==> config.mk <==
export PLATFORM = sky130hd
export DESIGN_NAME = midi_voice_allocator
export DESIGN_NICKNAME = d
export VERILOG_FILES = /design/src/rtl/midi_voice_allocator.sv
export SDC_FILE = /design/constraint.sdc
export NUM_CORES = 1
export LEC_CHECK = 0
export ABC_CLOCK_PERIOD_IN_PS = 13300
export BUFFER_PORTS_ARGS = -buffer_cell sky130_fd_sc_hd__buf_2
export CORE_MARGIN = 5
export CORE_UTILIZATION = 57
export DETAILED_ROUTE_END_ITERATION = 16
export PLACE_DENSITY = 0.85
export SYNTH_ARGS = -nofsm -noshare
export SYNTH_HDL_FRONTEND = slang
export SYNTH_SLANG_ARGS = --single-unit
export TNS_END_PERCENT = 30
==> constraint.sdc <==
create_clock -name CLK -period 13.3 [get_ports CLK]
set_input_delay 1.33 -clock CLK [delete_from_list [all_inputs] [get_ports CLK]]
set_output_delay 1.33 -clock CLK [all_outputs]
set_load 0.05 [all_outputs]
==> src/rtl/midi_voice_allocator.sv <==
// rtl/midi_voice_allocator.sv - polyphonic MIDI note-to-voice allocator with oldest-voice stealing
module midi_voice_allocator #(
    parameter int VOICES  = 4,
    parameter int CHANNEL = 0,
    parameter int OMNI    = 0,
    parameter int STEAL   = 1
) (
    input  logic                  CLK,
    input  logic                  nRST,
    input  logic [23:0]           MIDI_MSG,
    input  logic                  MIDI_MSG_RDY,
    output logic [VOICES-1:0]     VOICE_GATE,
    output logic [7*VOICES-1:0]   VOICE_NOTE,
    output logic [7*VOICES-1:0]   VOICE_VEL,
    output logic [VOICES-1:0]     VOICE_TRIG,
    output logic [6:0]            LAST_NOTE,
    output logic                  LAST_VALID
);

    localparam int RW = (VOICES > 1) ? $clog2(VOICES) : 1;

    logic [7:0] status;
    logic [7:0] data1;
    logic [7:0] data2;
    logic       msg_ok;
    logic       is_on;
    logic       is_off;
    logic       is_all_off;

    logic [RW-1:0] rank [VOICES];
    logic [RW-1:0] rank_n [VOICES];

    logic          hit_found;
    logic [RW-1:0] hit_idx;
    logic          free_found;
    logic [RW-1:0] free_idx;
    logic          steal_found;
    logic [RW-1:0] steal_idx;
    logic [RW-1:0] best_rank;
    logic          assign_en;
    logic [RW-1:0] assign_idx;
    logic [RW-1:0] assign_rank;

    logic [VOICES-1:0]   gate_n;
    logic [7*VOICES-1:0] note_n;
    logic [7*VOICES-1:0] vel_n;
    logic [VOICES-1:0]   trig_n;
    logic [6:0]          last_note_n;

    assign status = MIDI_MSG[23:16];
    assign data1  = MIDI_MSG[15:8];
    assign data2  = MIDI_MSG[7:0];

    assign msg_ok = MIDI_MSG_RDY
                  && ((OMNI != 0) || (status[3:0] == 4'(CHANNEL)))
                  && !data1[7] && !data2[7];

    // Note On with zero velocity is the running-status form of Note Off.
    assign is_on      = msg_ok && (status[7:4] == 4'h9) && (data2 != 8'h00);
    assign is_off     = msg_ok && ((status[7:4] == 4'h8)
                      || ((status[7:4] == 4'h9) && (data2 == 8'h00)));
    assign is_all_off = msg_ok && (status[7:4] == 4'hB) && (data1 == 8'h7B);

    always_comb begin
        hit_found   = 1'b0;
        hit_idx     = '0;
        free_found  = 1'b0;
        free_idx    = '0;
        steal_found = 1'b0;
        steal_idx   = '0;
        best_rank   = '0;
        for (int i = 0; i < VOICES; i++) begin
            if (VOICE_GATE[i] && (VOICE_NOTE[7*i +: 7] == data1[6:0])) begin
                hit_found = 1'b1;
                hit_idx   = RW'(i);
            end
        end
        for (int i = VOICES - 1; i >= 0; i--) begin
            if (!VOICE_GATE[i]) begin
                free_found = 1'b1;
                free_idx   = RW'(i);
            end
        end
        for (int i = 0; i < VOICES; i++) begin
            if (VOICE_GATE[i] && (!steal_found || (rank[i] > best_rank))) begin
                steal_found = 1'b1;
                steal_idx   = RW'(i);
                best_rank   = rank[i];
            end
        end
    end

    always_comb begin
        assign_en  = 1'b0;
        assign_idx = '0;
        if (is_on) begin
            if (hit_found) begin
                assign_en  = 1'b1;
                assign_idx = hit_idx;
            end else if (free_found) begin
                assign_en  = 1'b1;
                assign_idx = free_idx;
            end else if ((STEAL != 0) && steal_found) begin
                assign_en  = 1'b1;
                assign_idx = steal_idx;
            end
        end
        assign_rank = '0;
        for (int i = 0; i < VOICES; i++) begin
            if (RW'(i) == assign_idx) begin
                assign_rank = rank[i];
            end
        end
    end

    always_comb begin
        gate_n      = VOICE_GATE;
        note_n      = VOICE_NOTE;
        vel_n       = VOICE_VEL;
        trig_n      = '0;
        last_note_n = LAST_NOTE;
        for (int i = 0; i < VOICES; i++) begin
            rank_n[i] = rank[i];
        end
        if (assign_en) begin
            last_note_n = data1[6:0];
            for (int i = 0; i < VOICES; i++) begin
                if (RW'(i) == assign_idx) begin
                    gate_n[i]        = 1'b1;
                    trig_n[i]        = 1'b1;
                    note_n[7*i +: 7] = data1[6:0];
                    vel_n[7*i +: 7]  = data2[6:0];
                    rank_n[i]        = '0;
                end else if (rank[i] < assign_rank) begin
                    // Voices newer than the assigned one age by one step.
                    rank_n[i] = rank[i] + 1'b1;
                end
            end
        end
        if (is_off) begin
            for (int i = 0; i < VOICES; i++) begin
                if (VOICE_GATE[i] && (VOICE_NOTE[7*i +: 7] == data1[6:0])) begin
                    gate_n[i] = 1'b0;
                end
            end
        end
        if (is_all_off) begin
            gate_n = '0;
        end
    end

    always_ff @(posedge CLK or negedge nRST) begin
        if (!nRST) begin
            VOICE_GATE <= '0;
            VOICE_NOTE <= '0;
            VOICE_VEL  <= '0;
            VOICE_TRIG <= '0;
            LAST_NOTE  <= '0;
            LAST_VALID <= 1'b0;
            for (int i = 0; i < VOICES; i++) begin
                rank[i] <= RW'(i);
            end
        end else begin
            VOICE_GATE <= gate_n;
            VOICE_NOTE <= note_n;
            VOICE_VEL  <= vel_n;
            VOICE_TRIG <= trig_n;
            LAST_NOTE  <= last_note_n;
            LAST_VALID <= |gate_n;
            for (int i = 0; i < VOICES; i++) begin
                rank[i] <= rank_n[i];
            end
        end
    end

endmodule

==> qor.txt <==
TNS Setup: 0 ps
Die H: 93.5 µm
Peak Freq: 0.154 GHz
Core Rows: 30
Routed Wire Length: 9.85 mm
Postcts setup bufs: 0
Area delta synth->final: 19.6%
# nets final: 471
Post-DP HPWL: 6.84 mm
Worst Path Max Fanout: 11
IO Port Bufs: 98
GR peak layer: met2
Initial Util: 58.5%
Final Max Tran Viols: 0
Int Pwr: 377 µW
Yosys warns: 0
Diode count: 0
Post-synth top area share: 47.9%
Clock Sinks: 80
Met1 GRT Util: 29.7%
Crit path capture type: register
Number of iterations in the first detailed-routing pass: 7
GPL Wtd Cong: 0.877
Io pins: 99
Peak VDD IR: 122 µV
Sequential area share after synthesis: 50.5%
M2 GR Usage: 39.2%
Top post-synthesis cells by area: dfrtp_1 48%, mux2_2 16%, xnor2_1 4.6%, ha_1 3.1%, nand2_1 3.1%
Status: completed
Placed Instance Area: 4520 µm²
Mapped Area: 3970 µm²
Crit start category: register
LEAKAGE: 0.00251 µW
Synth cell count leaders: 76 x dfrtp_1, 57 x mux2_2, 33 x nand2_1
Vias: 3,065
Clock Tree Root: clkbuf_8
Post-Layout Cell Count: 534
Max Buffers Root-to-Sink: 2
DP Cell Count: 519
TritonCTS buffer count: 9
Via density: 5.74
Routed Antenna Nets: 0
Req. time, crit path: 13,540 ps
WHS Path Cells: 2
RSZ-0062 raised after global routing: no
Net Sw Power: 110 µW
Clk Latency, worst-skew pair: 360 ps
Reg2Reg Depth: 25
Crit Path Class: reg2reg
Async SR Flop Fraction: 100%
Final Instance Area: 4750 µm²
Maxcap violations: 0
Syn Inst Count: 340
H-tree depth: 3
Syn Nets: 377
Die Area: 8740 µm²
Netlist cell types: 53
Drt wl/cell: 18.4 µm
GRT overflow: 0
Detailed Route Iter0 Violations: 251
Combinational power share: 6.1%
Worst EP arrival: 6730 ps
Post-CTS Hold Fix Bufs: 0
Clock power frac: 43.5%
Post-synth top area cell: dfrtp_1
Register share of total power: 50.4%
Pwr Density: 103 nW/µm²
Largest net degree at the start of global routing: 81
Total GRT Usage: 24.1%
Die W: 93.5 µm
Tcrit/Tclk final: 48.8%
Synthesized flop and latch total: 80
DRC viols: 0
Core Area: 6790 µm²
Worst Skew: 5.43 ps
Post-layout util: 69.9%
Layout cells sized above 1: 41.8%
CTS tree: built
Number of global-route vias before repair: 3,228
Top FF cell, synth: dfrtp_1
Final setup vio count: 0
Final Hold Vio Count: 0
Sw frac: 22.6%
Syn avg cell area: 11.7 µm²
Min-delay worst type: reg2reg
CTS resizes: 0
Reg clk slew, reported paths: 80 ps
GR Util met3: 6.84%
Rel. slew slack: 32.3%
Overall Power: 487 µW
Minimum clock period: 6490 ps
First-pass GRT wire length: 16.1 mm
Post-synth EDFFs: 0
Most frequent cell after synthesis: dfrtp_1
Worst Max-Slew Pin Slew: 1010 ps
Initial antenna violation count: 0
## power groups by stage
stage | registers [µW] | logic, µW | clock network (µW)
floorplan | 254 | 12.7 | 0
global placement | 250 | 28.7 | 0
detailed placement | 250 | 29.4 | 0
CTS | 246 | 29.8 | 214
global route | 246 | 32.6 | 224
finish | 246 | 29.8 | 212
## per-stage QoR
stage          worst slack (ps)  hold slack (ps)
2_1_floorplan              7400              521
3_3_place_gp               7540              444
3_5_place_dp               7250              451
4_1_cts                    6970              468
5_1_grt                    6350              494
6_report                   6810              462
## cell type report
cell class | instances | area (µm²)
clock buffers | 9 | 124
clock inverters | 6 | 109
fillers | 509 | 2040
inverters | 7 | 26.3
multi-input cells | 235 | 1850
flip-flops and latches | 80 | 2010
well taps | 96 | 120
repair buffers | 101 | 515
## cell usage in the layout, fill, tap and decap left out, types with 3 or more instances in the layout
cell type | synthesis | layout
o31ai_1 | 3 | 3
xor2_1 | 10 | 10
o21a_1 | 3 | 3
o21ai_0 | 4 | 4
nand2_1 | 33 | 33
ha_1 | 10 | 10
nor2_1 | 17 | 17
nor2b_1 | 3 | 3
or4_1 | 4 | 4
or3_1 | 4 | 4
bufinv_16 | 0 | 3
xnor2_1 | 21 | 21
nand3_1 | 3 | 3
inv_1 | 7 | 7
a21oi_1 | 4 | 4
clkbuf_8 | 0 | 9
buf_4 | 0 | 4
mux2_2 | 57 | 57
nand4_1 | 5 | 5
dfrtp_1 | 76 | 76
nor3_1 | 5 | 5
nor4_1 | 10 | 10
dfstp_2 | 4 | 4
buf_2 | 13 | 97
## logic make-up after synthesis
kind of cell    count (synthesis)  synth area share, %
simple gates                   99                 13.0
buf+inv                        25                 2.96
flops                          80                 50.5
xor+xnor                       31                 6.83
mux                            59                 16.7
compound gates                 36                 6.93
fa+ha+maj                      10                 3.15
## routing by layer
layer | vias to the layer above | share of wire [%] | routed length [µm]
li1 | 1403 | - | -
met5 | - | 0 | 0
met2 | 137 | 49 | 4840
met3 | 29 | 8.6 | 847
met1 | 1496 | 39 | 3890
met4 | 0 | 2.8 | 280
## sequential cells by signal, indices dropped and copies added, names as in the netlist
name / cells
rank: 8
LAST_VALID: 1
VOICE_VEL: 28
LAST_NOTE: 7
VOICE_GATE: 4
VOICE_TRIG: 4
VOICE_NOTE: 28
## final timing paths
path,slack [ps],startpoint,endpoint
setup / recovery,6810,VOICE_GATE[0]$_DFF_PN0_,rank[5]$_DFFE_PN0P_
hold / removal,460,LAST_NOTE[5]$_DFFE_PN0P_,LAST_NOTE[5]$_DFFE_PN0P_
setup reg to reg,6810,VOICE_GATE[0]$_DFF_PN0_,rank[5]$_DFFE_PN0P_
hold reg to reg,460,LAST_NOTE[5]$_DFFE_PN0P_,LAST_NOTE[5]$_DFFE_PN0P_
max in group asynchronous,11570,nRST,VOICE_TRIG[2]$_DFF_PN0_
min in group asynchronous,1120,nRST,VOICE_VEL[26]$_DFFE_PN0P_
## critical path, cell delays in order, from the launching register on
cell and delay [ps]:
dfrtp_1 520, nand2_1 90, ha_1 300, nor2b_1 140, a2bb2oi_1 370, inv_1 90
a21oi_1 200, a32oi_1 110, ha_1 320, nor2b_1 130, o211ai_1 260, o31ai_1 190
nor2_1 150, a21oi_1 60, ha_1 310, nor2b_1 140, a2bb2oi_1 150, a211oi_1 360
nor4_1 140, o21bai_1 450, mux2_2 380, o21ai_0 410, ha_1 360, nor4_1 490
xnor2_1 180, nor2_1 50
Note: power is estimated with default switching activity, not from simulation.
